--- src/rtl/store_buf_pkg.sv ---
// Shared definitions for the store buffer.
//   sb_entry_t       : one buffered store (word address, byte enables, lane-aligned data)
//   drain_state_t    : drain FSM states
//   SB_DEFAULT_DEPTH : default number of buffered entries
package store_buf_pkg;

    localparam int SB_DEFAULT_DEPTH = 4;

    typedef struct packed {
        logic [31:0] addr;
        logic [3:0]  we;
        logic [31:0] data;
    } sb_entry_t;

    typedef enum logic {
        DRAIN_IDLE = 1'b0,
        DRAIN_REQ  = 1'b1
    } drain_state_t;

endpackage

--- src/rtl/sb_fifo.sv ---
// Circular storage for the store buffer.
// Ports:
//   clk, reset        : clock and synchronous active-high reset
//   push, push_entry  : write an entry at the tail (ignored when full)
//   pop               : retire the head entry (ignored when empty)
//   head              : current head entry
//   full, empty       : occupancy flags
//   count             : number of valid entries, 0..DEPTH
//   entries, valid    : whole storage array and per-slot valid bits for address compares
module sb_fifo
    import store_buf_pkg::*;
#(
    parameter int DEPTH = SB_DEFAULT_DEPTH
) (
    input  logic                     clk,
    input  logic                     reset,
    input  logic                     push,
    input  sb_entry_t                push_entry,
    input  logic                     pop,
    output sb_entry_t                head,
    output logic                     full,
    output logic                     empty,
    output logic [$clog2(DEPTH):0]   count,
    output sb_entry_t                entries [DEPTH],
    output logic [DEPTH-1:0]         valid
);

    localparam int PW = $clog2(DEPTH);
    localparam int CW = PW + 1;

    logic [PW-1:0]    wr_ptr;
    logic [PW-1:0]    rd_ptr;
    logic [CW-1:0]    count_q;
    logic [DEPTH-1:0] valid_q;
    sb_entry_t        mem [DEPTH];
    logic             push_ok;
    logic             pop_ok;

    // Guarding here means push and pop can never touch the same slot in one cycle.
    assign push_ok = push && !full;
    assign pop_ok  = pop && !empty;

    // Pointers wrap naturally because DEPTH is a power of two.
    always_ff @(posedge clk) begin
        if (reset) begin
            wr_ptr  <= '0;
            rd_ptr  <= '0;
            count_q <= '0;
            valid_q <= '0;
        end else begin
            if (push_ok) begin
                wr_ptr          <= wr_ptr + PW'(1);
                valid_q[wr_ptr] <= 1'b1;
            end
            if (pop_ok) begin
                rd_ptr          <= rd_ptr + PW'(1);
                valid_q[rd_ptr] <= 1'b0;
            end
            count_q <= count_q + CW'(push_ok) - CW'(pop_ok);
        end
    end

    // Payload storage carries no reset; validity is tracked by valid_q/count_q.
    always_ff @(posedge clk) begin
        if (push_ok) begin
            mem[wr_ptr] <= push_entry;
        end
    end

    assign head    = mem[rd_ptr];
    assign entries = mem;
    assign valid   = valid_q;
    assign count   = count_q;
    assign full    = (count_q == CW'(DEPTH));
    assign empty   = (count_q == '0);

endmodule

--- src/rtl/store_buffer.sv ---
// Store buffer between execute stage and data memory.
// Accepts stores, aligns data to byte lanes, queues them in program order and
// drains them one at a time with a req/ack handshake. Flags loads that hit a
// word with a pending store.
// Ports:
//   clk, reset                 : clock and synchronous active-high reset
//   st_valid/st_ready          : store handshake from execute
//   st_addr, st_we, st_data    : store address, shifted byte enables, unaligned data
//   mem_req/mem_ack            : write handshake to data memory
//   mem_addr, mem_we, mem_wdata: head entry (zero while idle)
//   ld_addr, ld_hazard         : load word address and overlap flag
//   empty                      : no pending entries
module store_buffer
    import store_buf_pkg::*;
#(
    parameter int DEPTH = SB_DEFAULT_DEPTH
) (
    input  logic        clk,
    input  logic        reset,
    input  logic        st_valid,
    output logic        st_ready,
    input  logic [31:0] st_addr,
    input  logic [3:0]  st_we,
    input  logic [31:0] st_data,
    output logic        mem_req,
    input  logic        mem_ack,
    output logic [31:0] mem_addr,
    output logic [3:0]  mem_we,
    output logic [31:0] mem_wdata,
    input  logic [31:0] ld_addr,
    output logic        ld_hazard,
    output logic        empty
);

    localparam int CW = $clog2(DEPTH) + 1;

    drain_state_t     state;
    drain_state_t     state_next;
    logic             push;
    logic             pop;
    logic             fifo_full;
    logic             fifo_empty;
    logic [CW-1:0]    count;
    logic [CW-1:0]    count_next;
    sb_entry_t        push_entry;
    sb_entry_t        head;
    sb_entry_t        entries [DEPTH];
    logic [DEPTH-1:0] valid;
    logic             unused_bits;

    assign st_ready = !reset && !fifo_full;
    // A store with no byte enables is accepted but never queued.
    assign push     = st_valid && st_ready && (st_we != 4'b0000);
    assign pop      = (state == DRAIN_REQ) && mem_ack;
    assign empty    = fifo_empty;

    // Word-align the address and move the data into its byte lanes.
    always_comb begin
        push_entry      = '0;
        push_entry.addr = {st_addr[31:2], 2'b00};
        push_entry.we   = st_we;
        push_entry.data = st_data << {st_addr[1:0], 3'b000};
    end

    sb_fifo #(
        .DEPTH(DEPTH)
    ) u_fifo (
        .clk       (clk),
        .reset     (reset),
        .push      (push),
        .push_entry(push_entry),
        .pop       (pop),
        .head      (head),
        .full      (fifo_full),
        .empty     (fifo_empty),
        .count     (count),
        .entries   (entries),
        .valid     (valid)
    );

    // Occupancy after this edge; decides whether the drain has work next cycle.
    assign count_next = count + CW'(push) - CW'(pop);

    // Drain state register.
    always_ff @(posedge clk) begin
        if (reset) begin
            state <= DRAIN_IDLE;
        end else begin
            state <= state_next;
        end
    end

    // Drain next-state and memory-side outputs; the head is held until acked.
    always_comb begin
        state_next = state;
        mem_req    = 1'b0;
        mem_addr   = '0;
        mem_we     = '0;
        mem_wdata  = '0;
        case (state)
            DRAIN_IDLE: begin
                if (count_next != '0) begin
                    state_next = DRAIN_REQ;
                end
            end
            DRAIN_REQ: begin
                mem_req   = 1'b1;
                mem_addr  = head.addr;
                mem_we    = head.we;
                mem_wdata = head.data;
                if (count_next == '0) begin
                    state_next = DRAIN_IDLE;
                end
            end
            default: state_next = DRAIN_IDLE;
        endcase
    end

    // Load overlap: any valid entry, including the head under issue, on the same word.
    always_comb begin
        ld_hazard = 1'b0;
        for (int i = 0; i < DEPTH; i++) begin
            if (valid[i] && (entries[i].addr[31:2] == ld_addr[31:2])) begin
                ld_hazard = 1'b1;
            end
        end
    end

    // Fields of the array not needed for the word compare.
    always_comb begin
        unused_bits = ^ld_addr[1:0];
        for (int i = 0; i < DEPTH; i++) begin
            unused_bits = unused_bits ^ (^{entries[i].addr[1:0], entries[i].we, entries[i].data});
        end
    end

endmodule

--- config.mk ---
export PLATFORM = sky130hd
export DESIGN_NAME = store_buffer
export DESIGN_NICKNAME = d
export VERILOG_FILES = /design/src/rtl/store_buf_pkg.sv /design/src/rtl/sb_fifo.sv /design/src/rtl/store_buffer.sv
export SDC_FILE = /design/constraint.sdc
export NUM_CORES = 1
export LEC_CHECK = 0
export BUFFER_PORTS_ARGS = -buffer_cell sky130_fd_sc_hd__clkbuf_2
export CAP_MARGIN = 20
export CORE_MARGIN = 2
export CORE_UTILIZATION = 55
export DETAILED_ROUTE_END_ITERATION = 7
export GPL_ROUTABILITY_DRIVEN = 0
export GPL_TIMING_DRIVEN = 0
export PLACE_DENSITY = 0.89
export REMOVE_ABC_BUFFERS = 1
export SYNTH_ARGS = -nofsm -noshare
export SYNTH_HDL_FRONTEND = slang
export SYNTH_SLANG_ARGS = --single-unit
--- constraint.sdc ---
create_clock -name clk -period 6 [get_ports clk]
set_input_delay 0.3 -clock clk [delete_from_list [all_inputs] [get_ports clk]]
set_output_delay 0.3 -clock clk [all_outputs]
set_load 0.05 [all_outputs]
# Word level (Yosys, flattened, before mapping)
# Cells that the tools add are included.
# classes
n_bitwise	6
mux	24
order_cmp	7
n_reduce_logical	20
shifts	1
addsub	6
n_eq_ne	5
# ops
cell	count
$bwmux 272	1
$mux 68	3
$bmux 68 s2	1
$demux 68 s2	1
$eq 30x30->1	4
$mux 32	2
$shl 32x5->32	1
$mux 4	4
$logic_and 1x1->1	13
$mux 1	9
$add 3x1->3	2
$ge 3x3->1 const B	2
$logic_not 3->1	2
$lt 2x3->1 const B	2
$not 2->3	2
$sub 3x1->3	2
$add 2x1->2 const B	2
$and 4x4->4	1
$demux 1 s2	2
$ge 2x1->1 const B	2
$not 4->4	1
$or 4x4->4	1
$reduce_bool 4->1	1
$eq 3x3->1 const B	1
5 further kinds	7
# totals
ff_bits	284
word_cells	86
out_inout_bits	72

# Depth between registers and ports, before layout
# Gate-level depths: netlist (run 1).
# logic_depth
ltp_word	10
depth_mapped	8

# Hierarchy
# A second synthesis (run 1) with hierarchy kept.
# unflattened
hier_cells	762
area_unflattened_um2	12854.8
# by_module_without_submodules
mod	instances	seq_area_each_um2	cells_each	area_each_um2
sb_fifo	1	8388.0	419	10388.7
store_buffer	1	20.0	343	2466.1

# Worst setup path after synthesis (run 1)
# No wires, ideal clock.
# synth_timing
path_type	reg2reg
startpoint	reg u_fifo.count_q[1] (netlist: u_fifo.count[1])
endpoint	reg u_fifo.count_q[2] (netlist: u_fifo.count[2])
setup_time_ns	0.129
setup_slack_ns	3.017
stages_incl_launch_ff	9
path_buffers	1
synth_period_minus_slack_ns	2.983
required_ns	5.871
arrival_ns	2.854
path_cell_list	dfxtp_1 nor3_1 nor2b_1 buf_2 ha_1 nand2b_1 fa_1 xnor2_1 nor2_1
# synth_rtl
item	line_no	source
start, declared	sb_fifo.sv:33	logic [CW-1:0] count_q;
start signal, assigned	sb_fifo.sv:59	count_q <= count_q + CW'(push_ok) - CW'(pop_ok);
$logic_not 3->1	sb_fifo.sv:75	assign empty = (count_q == '0);
net empty	store_buffer.sv:32	output logic empty
$logic_not 1->1	sb_fifo.sv:41	assign pop_ok = pop && !empty;
$logic_and 1x1->1	sb_fifo.sv:41	
$sub 3x1->3	sb_fifo.sv:59	
# The timed path passes the listed nets, and every way through them passes these cells.
# A chain may end at the register's enable or synchronous reset.

# Final worst setup path (run 1)
# layout_timing
startpoint	reg u_fifo.rd_ptr[0]
endpoint	out mem_addr[19]
# layout_between
elab_chain_cells	5
# layout_rtl
item	line_no	source
start, declared	sb_fifo.sv:32	logic [PW-1:0] rd_ptr;
start signal, assigned	sb_fifo.sv:56	rd_ptr <= rd_ptr + PW'(1);
$not 2->3 (not written as such)	sb_fifo.sv:70	assign head = mem[rd_ptr];
$bmux 68 s2	sb_fifo.sv:70	
$mux 68 (not written as such) (2 in a row)	sb_fifo.sv:70	
$mux 32	store_buffer.sv:100	case (state)
end, declared	store_buffer.sv:27	output logic [31:0] mem_addr,
# Every way passes these cells. The select of a mux whose other input is x is not followed.

==> impl_metrics.json, run 1 <==
{
  "hold_path.startpoint": "st_addr[25]",
  "crit_arrival_ns": 2.71,
  "synth-async-reset-ratio": 0,
  "firstDrtPassIters": 5,
  "yosysMostFrequentCell": "edfxtp_1",
  "synth-edff-count": 264,
  "power.switching_fraction": 0.3149,
  "first_global_vias": 7402,
  "drive_gt1_frac": 0.3037,
  "ctsHtreeMaxLevel": 1,
  "switchingPower_mw": 1.663,
  "grt_start_max_net_pins": 41,
  "drt.antenna.violating_nets": 0,
  "syn_inst": 753,
  "drc": 0,
  "routed_wire_length_per_instance_um": 22.23,
  "power_frac_clock": 0.311,
  "die-area_um2": 24040,
  "worstSkewPairLatency_ns": 0.53,
  "post_cts_resized": 0,
  "share_of_power_burned_in_registers": 0.437,
  "synth_area_leader_cell": "edfxtp_1",
  "internal_power_mw": 3.617,
  "ys_top_cells_by_count": "edfxtp_1, and2_1, xnor2_1",
  "placeableCoreArea_um2": 22500,
  "pre_cts_slack_ns": 3.033,
  "synthToLayoutAreaGrowth_pct": 18.08,
  "syn-mean-instance-area_um2": 16.66,
  "register_bit_count_reported_by_yosys": 276,
  "power_density_nw_per_um2": 356.4,
  "p_comb_frac": 0.253,
  "i_o_pin_count": 176,
  "yosysUniqueCellTypes": 30,
  "worst_clock_skew_ns": 0.02065,
  "postLayoutCellArea_um2": 14820,
  "die_height_um": 155.0,
  "worstHoldEndpoint": "u_fifo.entries[61]",
  "timing.critical_path.required_ns": 5.70,
  "viasPerCell": 5.803,
  "p_leak_nw": 5.117,
  "detailedPlacementHpwl_mm": 18.42,
  "initial_core_util": 0.5576,
  "route.vias.total": 7201,
  "num-nets-final": 1053,
  "dieWidth_um": 155.0,
  "sequential_to_total_area_share_from_yosys_stat": 0.6509,
  "critical_path.reg2reg.startpoint": "state",
  "status": "complete, no violations",
  "row_count": 55,
  "slew_viol_final": 0,
  "drt-initial-drc-count": 607,
  "ir_worst_vdd_mv": 0.3187,
  "placement.io_buffers": 171,
  "slew_headroom": 0.4652,
  "worstMarginPinSlew_ns": 0.8022,
  "max_freq_ghz": 0.3327,
  "setup_violations": 0,
  "post-route-min-period_ns": 3.005,
  "timing.setup.critical_path_class": "flop to output pin",
  "synth_top_cells_by_area": "edfxtp_1, mux4_2, xnor2_1",
  "critPathLaunchType": "flop",
  "portion_of_synthesized_cell_area_occupied_by_the_leading_cell_type": 0.6318,
  "syn_area_um2": 12550,
  "total_power_mw": 5.280,
  "crit_path_cell_trace": "buf_16, mux4_2, and2_1, clkbuf_2",
  "hold_violation_count_in_the_final_report": 0,
  "critical_path.slowest_cell": "dfxtp_4",
  "cp_max_fo": 40,
  "setup_tns_ns": 0,
  "grt_overflow_total": 0,
  "worst_setup_path_end_kind": "output pin",
  "grt_setup_unrepaired": "no",
  "clock_tree_from_tritoncts": "built",
  "ff2ff_path_depth": 7,
  "critPathMaxStageDelay_ns": 0.79,
  "setup_slack_ns": 2.995,
  "bufs_on_longest_clock_path": 3,
  "yosys_warnings": 0,
  "post-route-period-util": 0.5009,
  "finalWirelength_mm": 27.59,
  "clk_pin_slew_worst_paths_ns": 0.06,
  "cts-buffers-inserted": 27,
  "worst_r2r_end": "u_fifo.count[2]",
  "critical-path-top-delay-family": "flip-flops",
  "r2r_slack_ns": 3.07,
  "antenna_violations_before_repair": 1,
  "place_area_um2": 13700,
  "holdPathStages": 1,
  "worstHoldPathType": "input pin to flop",
  "grt_first_pass_wirelength_mm": 41.88,
  "hold_ws_ns": 0.01827,
  "cts_sinks": 276,
  "max_cap_viol_count": 0,
  "global_route.usage.total": 0.2295,
  "ctsRootBufferMaster": "clkbuf_16",
  "cp_num_buf_inv": 2,
  "synth-main-ff-cell": "edfxtp_1"
}
==> flip-flops by register name (all words and copies together) (netlist names) <==
name,count
u_fifo.entries,264
u_fifo.count,3
u_fifo.wr_ptr,2
u_fifo.valid,4
state,1
u_fifo.rd_ptr,2
==> through the flow <==
step,std cells,util
after global placement,1159,0.6012
after global routing,1241,0.6584
after detailed placement,1166,0.6089
final,1241,0.6584
after floorplan,703,-
after CTS,1240,0.6583
==> cells in the final DEF (no fill, tap or decap), types with 3 or more instances in the layout <==
cell type,n
and2_1,75
bufinv_16,3
ha_1,11
edfxtp_1,264
inv_1,8
mux4_2,66
buf_12,5
clkbuf_2,171
nand4_1,25
xnor2_1,79
nor2b_1,10
and2_4,4
nor4_1,16
a21oi_1,10
mux2i_1,18
clkbuf_16,27
clkinv_2,3
a211oi_1,11
nor2_1,21
nand2_1,8
dfxtp_1,9
clkbuf_1,11
xor2_1,47
o21ai_0,7
dlygate4sd3_1,26
==> metal layers <==
layer | wire (um) | part of all wire | vias to the layer above | global-route usage
met5 | 0 | 0 | - | 0
met4 | 771 | 0.028 | 0 | 0.06481
met3 | 2198 | 0.080 | 52 | 0.04290
met2 | 13910 | 0.50 | 341 | 0.3932
met1 | 10720 | 0.39 | 3574 | 0.3039
li1 | - | - | 3234 | -
==> power by group through the flow <==
| stage | Combinational [mW] | Clock [mW] | Sequential, mW |
|---|---|---|---|
| floorplan | 0.934 | 0 | 2.35 |
| global placement | 1.24 | 0 | 2.41 |
| detailed placement | 1.32 | 0 | 2.35 |
| CTS | 1.35 | 1.67 | 2.31 |
| global route | 1.41 | 1.73 | 2.32 |
| finish | 1.33 | 1.64 | 2.30 |
==> logic make-up (layout without fill, tap and decap cells) <==
| logic type | count (synthesis) | after routing | share of synthesized area |
|---|---|---|---|
| AOI/OAI and AO/OA | 32 | 32 | 0.01775 |
| xor gates and xnor gates | 126 | 126 | 0.08794 |
| adders and majority gates | 13 | 13 | 0.01416 |
| buffers and inverters | 59 | 260 | 0.02124 |
| DFF | 276 | 276 | 0.6509 |
| muxes | 84 | 84 | 0.1328 |
| other | 1 | 3 | 0.0002988 |
| and+or+nand+nor | 162 | 162 | 0.07488 |
==> worst max path at each step <==
stage                     start         endpoint  slack, ns  depth (start not counted)
2_1_floorplan  u_fifo.rd_ptr[0]     mem_addr[10]       1.82                          2
3_3_place_gp   u_fifo.rd_ptr[0]     mem_addr[18]       0.50                          3
3_5_place_dp              state  u_fifo.count[2]       3.03                          7
4_1_cts        u_fifo.rd_ptr[0]     mem_addr[18]       2.92                          4
5_1_grt        u_fifo.rd_ptr[0]     mem_addr[19]       2.83                          4
6_report       u_fifo.rd_ptr[0]     mem_addr[19]       2.99                          4
==> area by class of cell <==
type                    count  area, um^2
diodes                      1       2.502
clock buffers              39       730.7
repair buffers            204        1271
fillers                  1527        7686
multi-input cells         419        4128
inverters                   8       30.03
clock inverters             9       121.4
well taps                 285       356.6
flip-flops and latches    276        8177
==> what timing repair did <==
item / CTS / global route
buffers inserted: 0 / 0
hold buffers: 26 / 0
hold endpoints to repair: 100 / 0
==> worst reg2reg max path, stage by stage, from the launching register on <==
cell	delay [ns]
dfxtp_2	0.80
and2_1	0.24
nor2b_1	0.55
ha_1	0.38
nand2b_1	0.17
fa_1	0.43
xnor2_1	0.19
nor2_1	0.06
(Power assumes the default switching activity.)
==> inputs of run 2 (changes only) <==
==> constraint.sdc (replaced) <==
create_clock -name clk -period 2.9 [get_ports clk]
set_input_delay 0.145 -clock clk [delete_from_list [all_inputs] [get_ports clk]]
set_output_delay 0.145 -clock clk [all_outputs]
set_load 0.05 [all_outputs]
==> run 2 against run 1 <==
  * Routed wire length up 0.86%
  * Critical path depth up 2
  * Utilization up 0.46 points
  * Clock skew about the same
  * Count of clock-buffer cells in the layout unchanged
  * Sequential share of layout area down 0.36 points
  * Total power up 110%
  * Final cell count up 0.73%
  * Design area up 0.69%
  * Flip-flop and latch count unchanged
  * Largest power group unchanged
==> impl_metrics.json, run 2 (same netlist as run 1, synthesis figures left out) <==
{
  "pre_cts_slack_ns": -0.06651,
  "die-area_um2": 24040,
  "route.vias.total": 7273,
  "mostFrequentLayoutCells": "edfxtp_1, clkbuf_2, xnor2_1, and2_1, mux4_2",
  "cp_num_buf_inv": 1,
  "place_area_um2": 13700,
  "worstSkewPairLatency_ns": 0.53,
  "timing.setup.critical_path_class": "flop to output pin",
  "most_frequent_cell_on_the_critical_path": "nand4_1",
  "slew_viol_final": 0,
  "crit_arrival_ns": 2.61,
  "cts_sinks": 276,
  "hold_violation_count_in_the_final_report": 0,
  "worst_setup_path_end_kind": "output pin",
  "firstDrtPassIters": 5,
  "fin_cells": 1250,
  "drt-initial-drc-count": 576,
  "finalWirelength_mm": 27.83,
  "num-nets-final": 1062,
  "drt.antenna.violating_nets": 0,
  "max_freq_ghz": 0.3629,
  "setup_slack_ns": 0.1444,
  "critPathLaunchType": "flop",
  "post-route-min-period_ns": 2.756,
  "placement.io_buffers": 171,
  "largest_register_ff_count": 264,
  "first_global_vias": 7471,
  "setup_violations": 0,
  "cts-buffers-inserted": 27,
  "max_cap_viol_count": 0,
  "final_core_utilization": 0.6630,
  "drive_gt1_frac": 0.3019,
  "row_count": 55,
  "viasPerCell": 5.818,
  "slew_headroom": 0.4536,
  "i_o_pin_count": 176,
  "ctsHtreeMaxLevel": 1,
  "ir_worst_vdd_mv": 0.6609,
  "dieWidth_um": 155.0,
  "grt_setup_unrepaired": "no",
  "routed_wire_length_per_instance_um": 22.26,
  "post-place-cells": 1166,
  "placeableCoreArea_um2": 22500,
  "post-route-period-util": 0.9502,
  "ctsRootBufferMaster": "clkbuf_16",
  "layout.cells.most_common": "edfxtp_1",
  "drc": 0,
  "grt_start_max_net_pins": 41,
  "worstHoldPathType": "input pin to flop",
  "timing.critical_path.required_ns": 2.76,
  "bufs_on_longest_clock_path": 3,
  "postLayoutCellArea_um2": 14920,
  "antenna_violations_before_repair": 1,
  "grt_first_pass_wirelength_mm": 42.26,
  "power_density_nw_per_um2": 734.1,
  "initial_core_util": 0.5576,
  "clock_tree_from_tritoncts": "built",
  "global_route.usage.total": 0.2319,
  "synthToLayoutAreaGrowth_pct": 18.90,
  "status": "complete, no violations",
  "p_leak_nw": 5.159,
  "critPathMaxStageDelay_ns": 0.53,
  "worst_clock_skew_ns": 0.02042,
  "die_height_um": 155.0,
  "clk_pin_slew_worst_paths_ns": 0.06,
  "crit_path_cell_trace": "xnor2_1, nand4_1, nor4_1, nand4_1, nand4_1, clkbuf_2",
  "critical_path.slowest_cell": "nor4_1",
  "grt_overflow_total": 0,
  "cp_max_fo": 2,
  "critical-path-top-delay-family": "simple AND/OR/NAND/NOR gates",
  "worstMarginPinSlew_ns": 0.8196,
  "detailedPlacementHpwl_mm": 18.42
}
run 2: area by class of cell:
type / count / area, um^2
Antenna cell: 1 / 2.502
Tap cell: 285 / 356.6
Clock inverter: 9 / 121.4
Clock buffer: 39 / 730.7
Sequential cell: 276 / 8179
Timing Repair Buffer: 213 / 1371
Inverter: 8 / 30.03
Multi-Input combinational cell: 419 / 4128
Fill cell: 1512 / 7584
run 2: what timing repair did:
action                                 CTS  global route
endpoints found under the hold margin  136             0
hold buffers                            34             0
setup endpoints to repair                8             0
buffers inserted                         1             0
resized for setup                        1             0
run 2: report_power, final:
part	internal, mW	switching [mW]
clock	2.01	1.38
sequential	4.56	0.188
combinational	0.934	1.88
run 2: final timing paths:
path / startpoint / end / cells past startpoint / slack [ns]
min reg2reg: u_fifo.valid[3] / u_fifo.valid[3] / 2 / 0.51
max: u_fifo.entries[124] / ld_hazard / 6 / 0.14
min: st_data[14] / u_fifo.entries[226] / 3 / 0.03
max reg2reg: state / u_fifo.count[2] / 7 / 0.15
run 2: worst min-delay path, cell delays in order:
cell and delay, ns:
clkbuf_2 0.10, nand2_1 0.04, o21ai_0 0.14
run 2: per-stage QoR:
step / TNS (ns) / hold WS [ns] / total power, mW
2_1_floorplan: -94.43 / 0.2096 / 6.802
3_3_place_gp: -530.95 / 0.3608 / 7.550
6_report: 0 / 0.03455 / 10.95
4_1_cts: 0 / 0.009869 / 11.04
3_5_place_dp: -0.06651 / 0.3643 / 7.600
5_1_grt: 0 / 0.04122 / 11.34
run 2: layer usage:
metal,up-vias,global-route usage,part of all wire
li1,3248,-,-
met1,3607,0.3061,0.39
met2,368,0.3996,0.50
met3,50,0.04290,0.082
met4,0,0.06437,0.027
met5,-,0,0
